===== config.mk =====
export PLATFORM = sky130hd
export DESIGN_NAME = pwm_fade_ctrl
export DESIGN_NICKNAME = d
export VERILOG_FILES = /design/src/rtl/pwm_fade_ctrl.sv
export SDC_FILE = /design/constraint.sdc
export NUM_CORES = 1
export LEC_CHECK = 0
export ABC_AREA = 1
export CAP_MARGIN = 20
export CORE_UTILIZATION = 55
export DETAILED_ROUTE_END_ITERATION = 10
export PLACE_DENSITY = 0.89
export SETUP_SLACK_MARGIN = 0.02
export SLEW_MARGIN = 5
export SYNTH_ARGS = -nofsm -noshare
export SYNTH_HDL_FRONTEND = slang
export SYNTH_SLANG_ARGS = --single-unit

===== constraint.sdc =====
create_clock -name clk -period 9.55 [get_ports clk]
set_input_delay 1.4325 -clock clk [delete_from_list [all_inputs] [get_ports clk]]
set_output_delay 1.4325 -clock clk [all_outputs]
set_load 0.05 [all_outputs]

===== src/rtl/pwm_fade_ctrl.sv =====
// Fade controller for a PWM driver: steps the driver's cutoff value from its
// current setting toward a requested target at a fixed per-step interval.
module pwm_fade_ctrl #(
  parameter logic [7:0] INIT_CUTOFF = 8'h7f,
  parameter int         INTERVAL_W  = 16
) (
  input  logic                  clk,
  input  logic                  reset,
  input  logic                  req_valid,
  output logic                  req_ready,
  input  logic [7:0]            req_target,
  input  logic [7:0]            req_step,
  input  logic [INTERVAL_W-1:0] req_interval,
  input  logic                  abort,
  output logic                  set_cutoff_en,
  output logic [7:0]            cutoff_value,
  output logic [7:0]            current,
  output logic                  busy,
  output logic                  done
);

  // Handshake: a request transfers at a rising edge where req_valid and
  // req_ready are both high; req_ready is high exactly while the FSM is IDLE.

  localparam logic [1:0] IDLE = 2'd0;
  localparam logic [1:0] RAMP = 2'd1;
  localparam logic [1:0] DONE = 2'd2;

  localparam logic [INTERVAL_W-1:0] INTERVAL_ONE = {{(INTERVAL_W-1){1'b0}}, 1'b1};

  logic [1:0]            state;
  logic [7:0]            target_r;
  logic [7:0]            step_r;
  logic [INTERVAL_W-1:0] interval_r;
  logic [INTERVAL_W-1:0] timer;

  logic [7:0]            step_eff;
  logic [INTERVAL_W-1:0] interval_eff;
  logic [8:0]            up_sum;
  logic [8:0]            dn_diff;
  logic [7:0]            next_val;

  always_comb begin
    step_eff     = (req_step == 8'd0) ? 8'd1 : req_step;
    interval_eff = (req_interval == '0) ? INTERVAL_ONE : req_interval;
  end

  // 9-bit arithmetic so a large step clamps at the target instead of wrapping.
  always_comb begin
    up_sum   = {1'b0, current} + {1'b0, step_r};
    dn_diff  = {1'b0, current} - {1'b0, step_r};
    next_val = target_r;
    if (target_r > current) begin
      if (up_sum < {1'b0, target_r}) next_val = up_sum[7:0];
    end else begin
      if (!dn_diff[8] && (dn_diff[7:0] > target_r)) next_val = dn_diff[7:0];
    end
  end

  always_ff @(posedge clk) begin
    if (reset) begin
      state         <= IDLE;
      target_r      <= INIT_CUTOFF;
      step_r        <= 8'd1;
      interval_r    <= INTERVAL_ONE;
      timer         <= '0;
      current       <= INIT_CUTOFF;
      cutoff_value  <= INIT_CUTOFF;
      set_cutoff_en <= 1'b0;
      busy          <= 1'b0;
      done          <= 1'b0;
      req_ready     <= 1'b1;
    end else begin
      set_cutoff_en <= 1'b0;
      done          <= 1'b0;
      case (state)
        IDLE: begin
          if (req_valid) begin
            target_r   <= req_target;
            step_r     <= step_eff;
            interval_r <= interval_eff;
            timer      <= interval_eff - INTERVAL_ONE;
            req_ready  <= 1'b0;
            if (req_target == current) begin
              state <= DONE;
              done  <= 1'b1;
            end else begin
              state <= RAMP;
              busy  <= 1'b1;
            end
          end
        end
        RAMP: begin
          if (abort) begin
            state     <= IDLE;
            busy      <= 1'b0;
            req_ready <= 1'b1;
            timer     <= '0;
          end else if (timer != '0) begin
            timer <= timer - INTERVAL_ONE;
          end else begin
            set_cutoff_en <= 1'b1;
            cutoff_value  <= next_val;
            current       <= next_val;
            timer         <= interval_r - INTERVAL_ONE;
            if (next_val == target_r) begin
              state <= DONE;
              busy  <= 1'b0;
              done  <= 1'b1;
            end
          end
        end
        DONE: begin
          state     <= IDLE;
          req_ready <= 1'b1;
        end
        default: begin
          state     <= IDLE;
          busy      <= 1'b0;
          req_ready <= 1'b1;
        end
      endcase
    end
  end

endmodule

==> results.tsv, run 1 <==
metric	value	unit
Synth Area in Compound Gates	19.8	%
Rows	34	
clock skew	0.0105	ns
post-DP HPWL	10.3	mm
crit end category	flip-flop	
Final Setup Violations	0	
total chip power	0.00113	W
Die W	98.5	µm
dpl cell area	5640	µm²
Fillers	768	
Placement Setup Slack	5.45	ns
first-pass iteration count of the detailed router	8	
fin area	5840	µm²
Ant. Diodes	0	
Synth Net Count	875	
synthesized-area fraction occupied by adder cells	10.8	%
Via Count	5401	
register bit total from synthesis	62	
drt wl/cell	14.6	µm
PostCTS Resize Cnt	0	
most common cell type on the critical path	nand2_1	
simple-gate share of the synthesized area	30.3	%
TNS Setup	0	ns
CP arrival	4.32	ns
drt drc	7	
crit path kind	flip-flop to flip-flop	
largest family of logic cells by synthesized area	simple AND/OR/NAND/NOR gates	
Max Slew Vio Count	0	
clock root cell	clkbuf_8	
run status	finished, violations left	
Post-Synth XOR/XNOR Area	3.42	%
clk buf depth	2	
CTS tree	built	
VDD IR max	0.102	mV
CP peak stage delay	0.50	ns
FF-to-FF setup slack	5.44	ns
Unique masters post-synth	41	
Hold Crit Class	flip-flop to flip-flop	
Syn Inst Count	796	
vias in the first global route	4966	
Area Growth Syn to Fin	13.9	%
post-route ant nets	0	
failing checks	design-rule violations	
mux cell area share after synthesis	0	%
total setup buffers inserted after CTS	0	
max-capacitance violation count	0	
clock sinks	62	
pin count of the biggest net entering global routing	50	
CP startpoint kind	flip-flop	
Req. time, crit path	9.76	ns
Total Nets Final	908	
Leak	2.78	nW
Worst Tran Pin Value	1.04	ns
H-tree depth	3	
Critical-path top delay cell	dfxtp_1	
Post-Route WL	13.7	mm
via/cell ratio	5.73	
sequential fraction of the synthesis area	24.2	%
initial antenna violation count	0	
hold buffer count at cts	0	
FMAX	0.244	GHz
Pwr Density	194	nW/µm²
Routability Congestion	0.957	
area of the die	9710	µm²
Final WS setup	5.44	ns
GRT Total Usage	29.4	%
Netlist Area Pre-Place	5120	µm²
global-route wire length before repair	22.9	mm
Ports	56	
CTS buffer count	9	
Ys Warns	0	
syn avg cell area	6.44	µm²
final core utilization	65.7	%
Final period util	43.0	%
Initial Utilization	57.6	%
maximum fanout along the worst path	6	
RSZ-0062 raised after global routing	false	
Overflow after GRT	0	
Hold Violations, Final	0	
Iteration-0 DRC Markers	511	
worst skew pair latency	0.35	ns
core box area	8890	µm²
Buffers on Ports	55	
clock period minus worst slack	4.11	ns
layout cell share with drive strength beyond 1	5.52	%
CTS clock-pin slew for the worst setup and hold paths	0.07	ns
worst relative slew slack	30.3	%
DIE HEIGHT	98.5	µm
==> state kept, by name (all words and copies together) (netlist names) <==
register / flops
interval_r: 16
timer: 16
current: 8
step_r: 8
target_r: 8
state: 2
busy: 1
done: 1
req_ready: 1
set_cutoff_en: 1
==> layout make-up <==
class                           instances  area (µm²)  area share [%]
Tap cell                              108         135            2.31
Clock inverter                          4        45.0           0.771
Timing Repair Buffer                   58         573            9.81
Multi-Input combinational cell        593        3300            56.4
Inverter                              105         394            6.75
Clock buffer                           12         155            2.66
Sequential cell                        62        1240            21.3
==> through the flow <==
step | hold WS [ns] | std cells
after floorplan | 0.425 | 796
after global placement | 0.437 | 926
after detailed placement | 0.451 | 926
after CTS | 0.461 | 942
after global routing | 0.491 | 942
final | 0.462 | 942
==> cells by family after synthesis <==
logic type               count (synthesis)
flip-flops                              62
adder cells (fa/ha/maj)                 43
AO/OA/AOI/OAI                          181
XOR/XNOR                                20
AND/OR/NAND/NOR                        349
buffers and inverters                  141
==> final timing paths <==
kind,start,endpoint,cells after the start
worst max-delay path,current[0],busy,27
worst min-delay path,interval_r[9],interval_r[9],2
worst max register to register,current[0],busy,27
worst min register to register,interval_r[9],interval_r[9],2
==> critical path: cells and delay by family, from the launching register on <==
kind                       cells  cell delay, ns
and+or+nand+nor               19            1.93
AOI/OAI and AO/OA              2            0.52
adders and majority gates      3            0.73
DFF                            1            0.50
buffers and inverters          3            0.30
==> where the power goes <==
group          leakage, nW  switching (W)  internal [W]
registers            0.512      0.0000254      0.000295
logic                 2.16       0.000375      0.000199
clock network        0.106       0.000105      0.000134
total                 2.78       0.000505      0.000628
==> per-layer routing <==
layer	track usage (%)	part of all wire, %	up-vias
met5	0	0	-
met4	7.81	1.1	0
met3	8.16	10	20
met2	46.3	44	273
met1	39.6	45	2408
li1	-	-	2700
==> synth_stat cells <==
cell type / count / area [µm²]
and3_1: 1 / 6.26
nand3_4: 1 / 17.5
inv_1: 101 / 379
nand2_1: 170 / 638
nand3b_1: 5 / 37.5
a31oi_1: 8 / 50.1
or2_2: 4 / 25.0
nand3_2: 3 / 30.0
buf_4: 10 / 75.1
buf_6: 2 / 22.5
xnor2_1: 3 / 26.3
a21boi_0: 1 / 7.51
nor2_4: 1 / 11.3
nor4_1: 6 / 37.5
ha_1: 41 / 513
nor2_1: 56 / 210
nor2_2: 4 / 25.0
fa_1: 2 / 40.0
a211oi_1: 1 / 7.51
a21oi_2: 3 / 26.3
clkbuf_1: 17 / 63.8
a21oi_1: 71 / 355
o21ai_1: 2 / 10.0
xor2_1: 17 / 149
o211ai_1: 17 / 128
clkinv_1: 1 / 3.75
a21o_1: 3 / 22.5
nand4_1: 8 / 50.1
inv_2: 3 / 11.3
and2_1: 2 / 12.5
o22ai_1: 2 / 12.5
o21bai_1: 3 / 22.5
nor3_1: 10 / 50.1
a221oi_1: 2 / 17.5
buf_2: 7 / 35.0
nand2_2: 8 / 50.1
o21ai_0: 63 / 315
o21a_1: 4 / 30.0
dfxtp_1: 62 / 1240
a2111oi_0: 1 / 8.76
nand3_1: 70 / 350
==> layout by cell type, fill, tap and decap left out, types with 41 or more instances in the layout <==
master / count
nor2_1: 55
inv_1: 101
clkdlybuf4s50_1: 55
ha_1: 41
dfxtp_1: 62
nand2_1: 170
o21ai_0: 63
nand3_1: 70
a21oi_1: 71
Power figures use the tool's default switching activity.
==> run 2, diff against run 1 <==
==> constraint.sdc (replaced) <==
create_clock -name clk -period 4.12 [get_ports clk]
set_input_delay 0.618 -clock clk [delete_from_list [all_inputs] [get_ports clk]]
set_output_delay 0.618 -clock clk [all_outputs]
set_load 0.05 [all_outputs]
==> run 2 against run 1 <==
Compared with the run above:
- the flow still finishes with violations (design-rule violations)
- power rose by 140%
- clock skew fell by 0.0037 ns
- utilization rose by 1.4 points
- sequential power rose by 130%
- sequential share of layout area fell by 0.44 points
- clock power rose by 150%
- via count rose by 3.1%
- worst setup slack got worse by 5.1 ns
- count of clock-buffer cells in the layout rose by 1
- non-clock buffer count rose by 13
- die area did not move
- worst hold slack got worse by 0.0062 ns
- critical path type unchanged
==> results.tsv, run 2 (synthesis results as in run 1) <==
metric	value	unit
final core utilization	67.1	%
Critical-path top delay cell	fa_1	
Via Count	5568	
Buffers on Ports	55	
failing checks	design-rule violations	
run status	finished, violations left	
most common cell type on the critical path	nand2_1	
Final Setup Violations	0	
post-route ant nets	0	
DIE HEIGHT	98.5	µm
Fillers	791	
Overflow after GRT	0	
Hold Violations, Final	0	
Hold Path Depth	2	
Pwr Density	457	nW/µm²
area of the die	9710	µm²
drt drc	6	
clock skew	0.00673	ns
Leak	2.84	nW
CP startpoint kind	flip-flop	
Final period util	92.5	%
crit path kind	flip-flop to flip-flop	
layout cell share with drive strength beyond 1	7.19	%
max-capacitance violation count	0	
FF-to-FF setup slack	0.31	ns
CP Launch Point	current[0]	
crit end category	flip-flop	
Die W	98.5	µm
VDD IR max	0.233	mV
drt wl/cell	15.0	µm
TNS Setup	0	ns
GRT Total Usage	30.2	%
Routability Congestion	0.944	
clock period minus worst slack	3.81	ns
CTS tree	built	
CP endpoint	busy	
Initial Utilization	57.6	%
Area Growth Syn to Fin	16.4	%
initial antenna violation count	0	
CTS clock-pin slew for the worst setup and hold paths	0.07	ns
global-route wire length before repair	23.3	mm
Req. time, crit path	4.33	ns
Max Slew Vio Count	0	
maximum fanout along the worst path	8	
hold buffer count at cts	0	
worst relative slew slack	52.2	%
largest registers	interval_r x16, timer x16	
pin count of the biggest net entering global routing	50	
total chip power	0.00273	W
Iteration-0 DRC Markers	536	
Hold Crit Class	flip-flop to flip-flop	
H-tree depth	3	
CTS buffer count	9	
commonest non-fill, non-tap cells in the layout	nand2_1, inv_1, a21oi_1	
commonest non-fill, non-tap cell in the layout	nand2_1	
CP peak stage delay	0.40	ns
Worst Tran Pin Value	0.710	ns
vias in the first global route	4927	
Rows	34	
clk buf depth	2	
worst skew pair latency	0.35	ns
reg2reg path depth	28	
core box area	8890	µm²
post-DP HPWL	10.7	mm
Total Nets Final	922	
first-pass iteration count of the detailed router	11	
FMAX	0.262	GHz
Post-Route WL	14.4	mm
clock sinks	62	
Ant. Diodes	0	
worst r2r src	current[0]	
via/cell ratio	5.82	
CP arrival	4.02	ns
r2r endpoint	busy	
Ports	56	
RSZ-0062 raised after global routing	false	
clock root cell	clkbuf_8	
-- run 2: critical path, delay by kind of cell, from the launching register on --
kind | cells | cell delay, ns
compound gates | 2 | 0.13
simple gates | 20 | 2.09
flops | 1 | 0.38
buf+inv | 3 | 0.22
fa+ha+maj | 3 | 0.84
-- run 2: metrics by stage --
| step | worst slack [ns] | hold WS [ns] | std cells | area [µm²] |
|---|---|---|---|---|
| 2_1_floorplan | 0.441 | 0.425 | 796 | 5120 |
| 3_3_place_gp | 0.475 | 0.437 | 938 | 5730 |
| 3_5_place_dp | 0.336 | 0.443 | 938 | 5730 |
| 4_1_cts | 0.282 | 0.453 | 954 | 5940 |
| 5_1_grt | 0.0120 | 0.480 | 956 | 5960 |
| 6_report | 0.310 | 0.456 | 956 | 5960 |
-- run 2: timing repair --
action                                  in CTS  in global routing
resized for setup                            0                  7
setup buffers                                0                  1
endpoints found under the setup margin       0                  4
-- run 2: where the power goes --
| group | internal [W] | leakage [nW] | switching, W | total [W] |
|---|---|---|---|---|
| clock network | 0.000343 | 0.102 | 0.000243 | 0.000586 |
| logic | 0.000491 | 2.22 | 0.000909 | 0.00140 |
| registers | 0.000684 | 0.512 | 0.0000559 | 0.000740 |
| total | 0.00152 | 2.84 | 0.00121 | 0.00273 |
-- run 2: how the worst min path moves through the flow --
stage,slack [ns],endpoint,start
6_report,0.46,interval_r[9],interval_r[9]
5_1_grt,0.48,interval_r[9],interval_r[9]
4_1_cts,0.45,interval_r[9],interval_r[9]
3_5_place_dp,0.44,interval_r[9],interval_r[9]
3_3_place_gp,0.44,interval_r[9],interval_r[9]
2_1_floorplan,0.42,interval_r[9],interval_r[9]
-- run 2: final cells by class --
cell class	instances	area, µm²	area share (%)
tap	108	135	2.27
timing repair buffer	71	671	11.2
clock buffer	13	139	2.33
inverter	105	394	6.61
clock inverter	3	68.8	1.15
multi-input combinational	594	3310	55.6
sequential	62	1240	20.8
-- run 2: layer usage --
metal | global-route usage [%] | up-vias | part of all wire, %
li1 | - | 2745 | -
met1 | 41.7 | 2484 | 44
met2 | 46.5 | 303 | 43
met3 | 6.95 | 36 | 11
met4 | 10.1 | 0 | 2.0
met5 | 0 | - | 0
==> run 3, diff against run 2 <==
--- a/config.mk
+++ b/config.mk
@@ -9,7 +9,7 @@
 export CAP_MARGIN = 20
 export CORE_UTILIZATION = 55
 export DETAILED_ROUTE_END_ITERATION = 10
-export PLACE_DENSITY = 0.89
+export PLACE_DENSITY = 0.84
 export SETUP_SLACK_MARGIN = 0.02
 export SLEW_MARGIN = 5
 export SYNTH_ARGS = -nofsm -noshare
==> run 3 against run 2 <==
Compared with the run above:
- the run still ends with design-rule violations left
- worst setup slack improved by 0.035 ns
- utilization down 0.45 points
- sequential cell count unchanged
- power decreased by 0.92%
- die area did not move
- via count rose by 1.5%
- routed wire length rose by 4.7%
- design area shrank 0.67%
- clock skew grew 0.0019 ns
- highest routed layer unchanged
==> results.tsv, run 3 (synthesis results as in run 1) <==
metric	value	unit
run status	finished, violations left	
failing checks	design-rule violations	
RSZ-0062 raised after global routing	false	
Reg power frac	27.5	%
Area Growth Syn to Fin	15.6	%
layout cell share with drive strength beyond 1	6.87	%
Req. time, crit path	4.36	ns
worst r2r src	current[0]	
Placement Setup Slack	0.289	ns
drt wl/cell	15.8	µm
clock sinks	62	
Sw Share	46.0	%
total setup buffers inserted after CTS	0	
CTS tree	built	
clk buf depth	2	
Rows	34	
post-route ant nets	0	
Pint	0.00146	W
core box area	8890	µm²
dpl cell area	5710	µm²
maximum fanout along the worst path	15	
reg2reg path depth	28	
Max Slew Vio Count	0	
area of the die	9710	µm²
crit end category	flip-flop	
GRT Total Usage	31.5	%
clock skew	0.00862	ns
Total Nets Final	918	
pin count of the biggest net entering global routing	50	
Buffers on Ports	55	
via/cell ratio	5.94	
largest registers	interval_r x16, timer x16	
Initial Utilization	57.6	%
clock period minus worst slack	3.77	ns
worst relative slew slack	54.6	%
r2r endpoint	busy	
clock root cell	clkbuf_8	
Iteration-0 DRC Markers	661	
power share of the combinational group	51.1	%
Leak	2.81	nW
FF-to-FF setup slack	0.35	ns
H-tree depth	3	
post-DP HPWL	11.3	mm
CP arrival	4.02	ns
Via Count	5651	
fin area	5920	µm²
max-capacitance violation count	0	
VDD IR max	0.216	mV
most common cell type on the critical path	nand2_1	
Hold WS	0.475	ns
TNS Setup	0	ns
Hold EP	interval_r[9]	
FMAX	0.265	GHz
Pwr Density	456	nW/µm²
worst skew pair latency	0.35	ns
commonest non-fill, non-tap cells in the layout	nand2_1, inv_1, a21oi_1	
CP startpoint kind	flip-flop	
Hold Path Depth	2	
Ports	56	
commonest non-fill, non-tap cell in the layout	nand2_1	
PostCTS Resize Cnt	0	
Routability Congestion	0.953	
CP peak stage delay	0.40	ns
hold buffer count at cts	0	
DIE HEIGHT	98.5	µm
Hold Startpoint	interval_r[9]	
Hold Violations, Final	0	
Hold Crit Class	flip-flop to flip-flop	
CTS clock-pin slew for the worst setup and hold paths	0.08	ns
Final period util	91.6	%
Fillers	781	
Final Setup Violations	0	
P_sw	0.00124	W
Post-Route WL	15.0	mm
Worst Tran Pin Value	0.674	ns
initial antenna violation count	0	
total chip power	0.00270	W
Ant. Diodes	0	
Critical-path top delay cell	fa_1	
crit path kind	flip-flop to flip-flop	
clock power share	21.4	%
global-route wire length before repair	24.4	mm
FF/Latch Area	1240	µm²
CTS buffer count	9	
area occupied by multi-input gates	3300	µm²
drt drc	4	
first-pass iteration count of the detailed router	8	
Overflow after GRT	0	
Die W	98.5	µm
vias in the first global route	5233	
Final WS setup	0.345	ns
## run 3: cell type report
type	instances	area share [%]
inverters	105	6.65
clock buffers	10	2.32
repair buffers	68	10.9
clock inverters	6	1.18
multi-input cells	593	55.6
well taps	108	2.28
flip-flops and latches	62	21.0
## run 3: through the flow
stage	util, %	cells
CTS	66.6	952
detailed placement	64.3	936
finish	66.6	952
floorplan	-	796
global placement	64.3	936
global route	66.6	952
## run 3: worst max-delay path: cells and delay by family, from the launching register on
family,cells,cell delay [ns]
flops,1,0.36
simple gates,20,1.97
buf+inv,3,0.24
compound gates,2,0.28
fa+ha+maj,3,0.82
## run 3: worst max-delay path by stage
stage,startpoint,to,slack (ns),depth (start not counted)
after floorplan,current[0],busy,0.44,27
after global placement,current[0],busy,0.50,26
after detailed placement,current[0],busy,0.29,27
after CTS,current[0],busy,0.24,27
after global routing,current[0],state[0],0.03,27
final,current[0],busy,0.35,28
## run 3: power groups by stage
stage	clock network [W]	logic, W	registers [W]
after floorplan	0	0.00103	0.000754
after CTS	0.000578	0.00135	0.000740
final	0.000577	0.00138	0.000743
after global placement	0	0.00129	0.000749
after detailed placement	0	0.00134	0.000752
after global routing	0.000601	0.00154	0.000750
## run 3: per-layer routing
layer	GRT usage [%]	part of all wire, %
met4	14.2	2.8
met1	43.8	44
met2	48.6	43
met3	4.33	11
met5	0	0
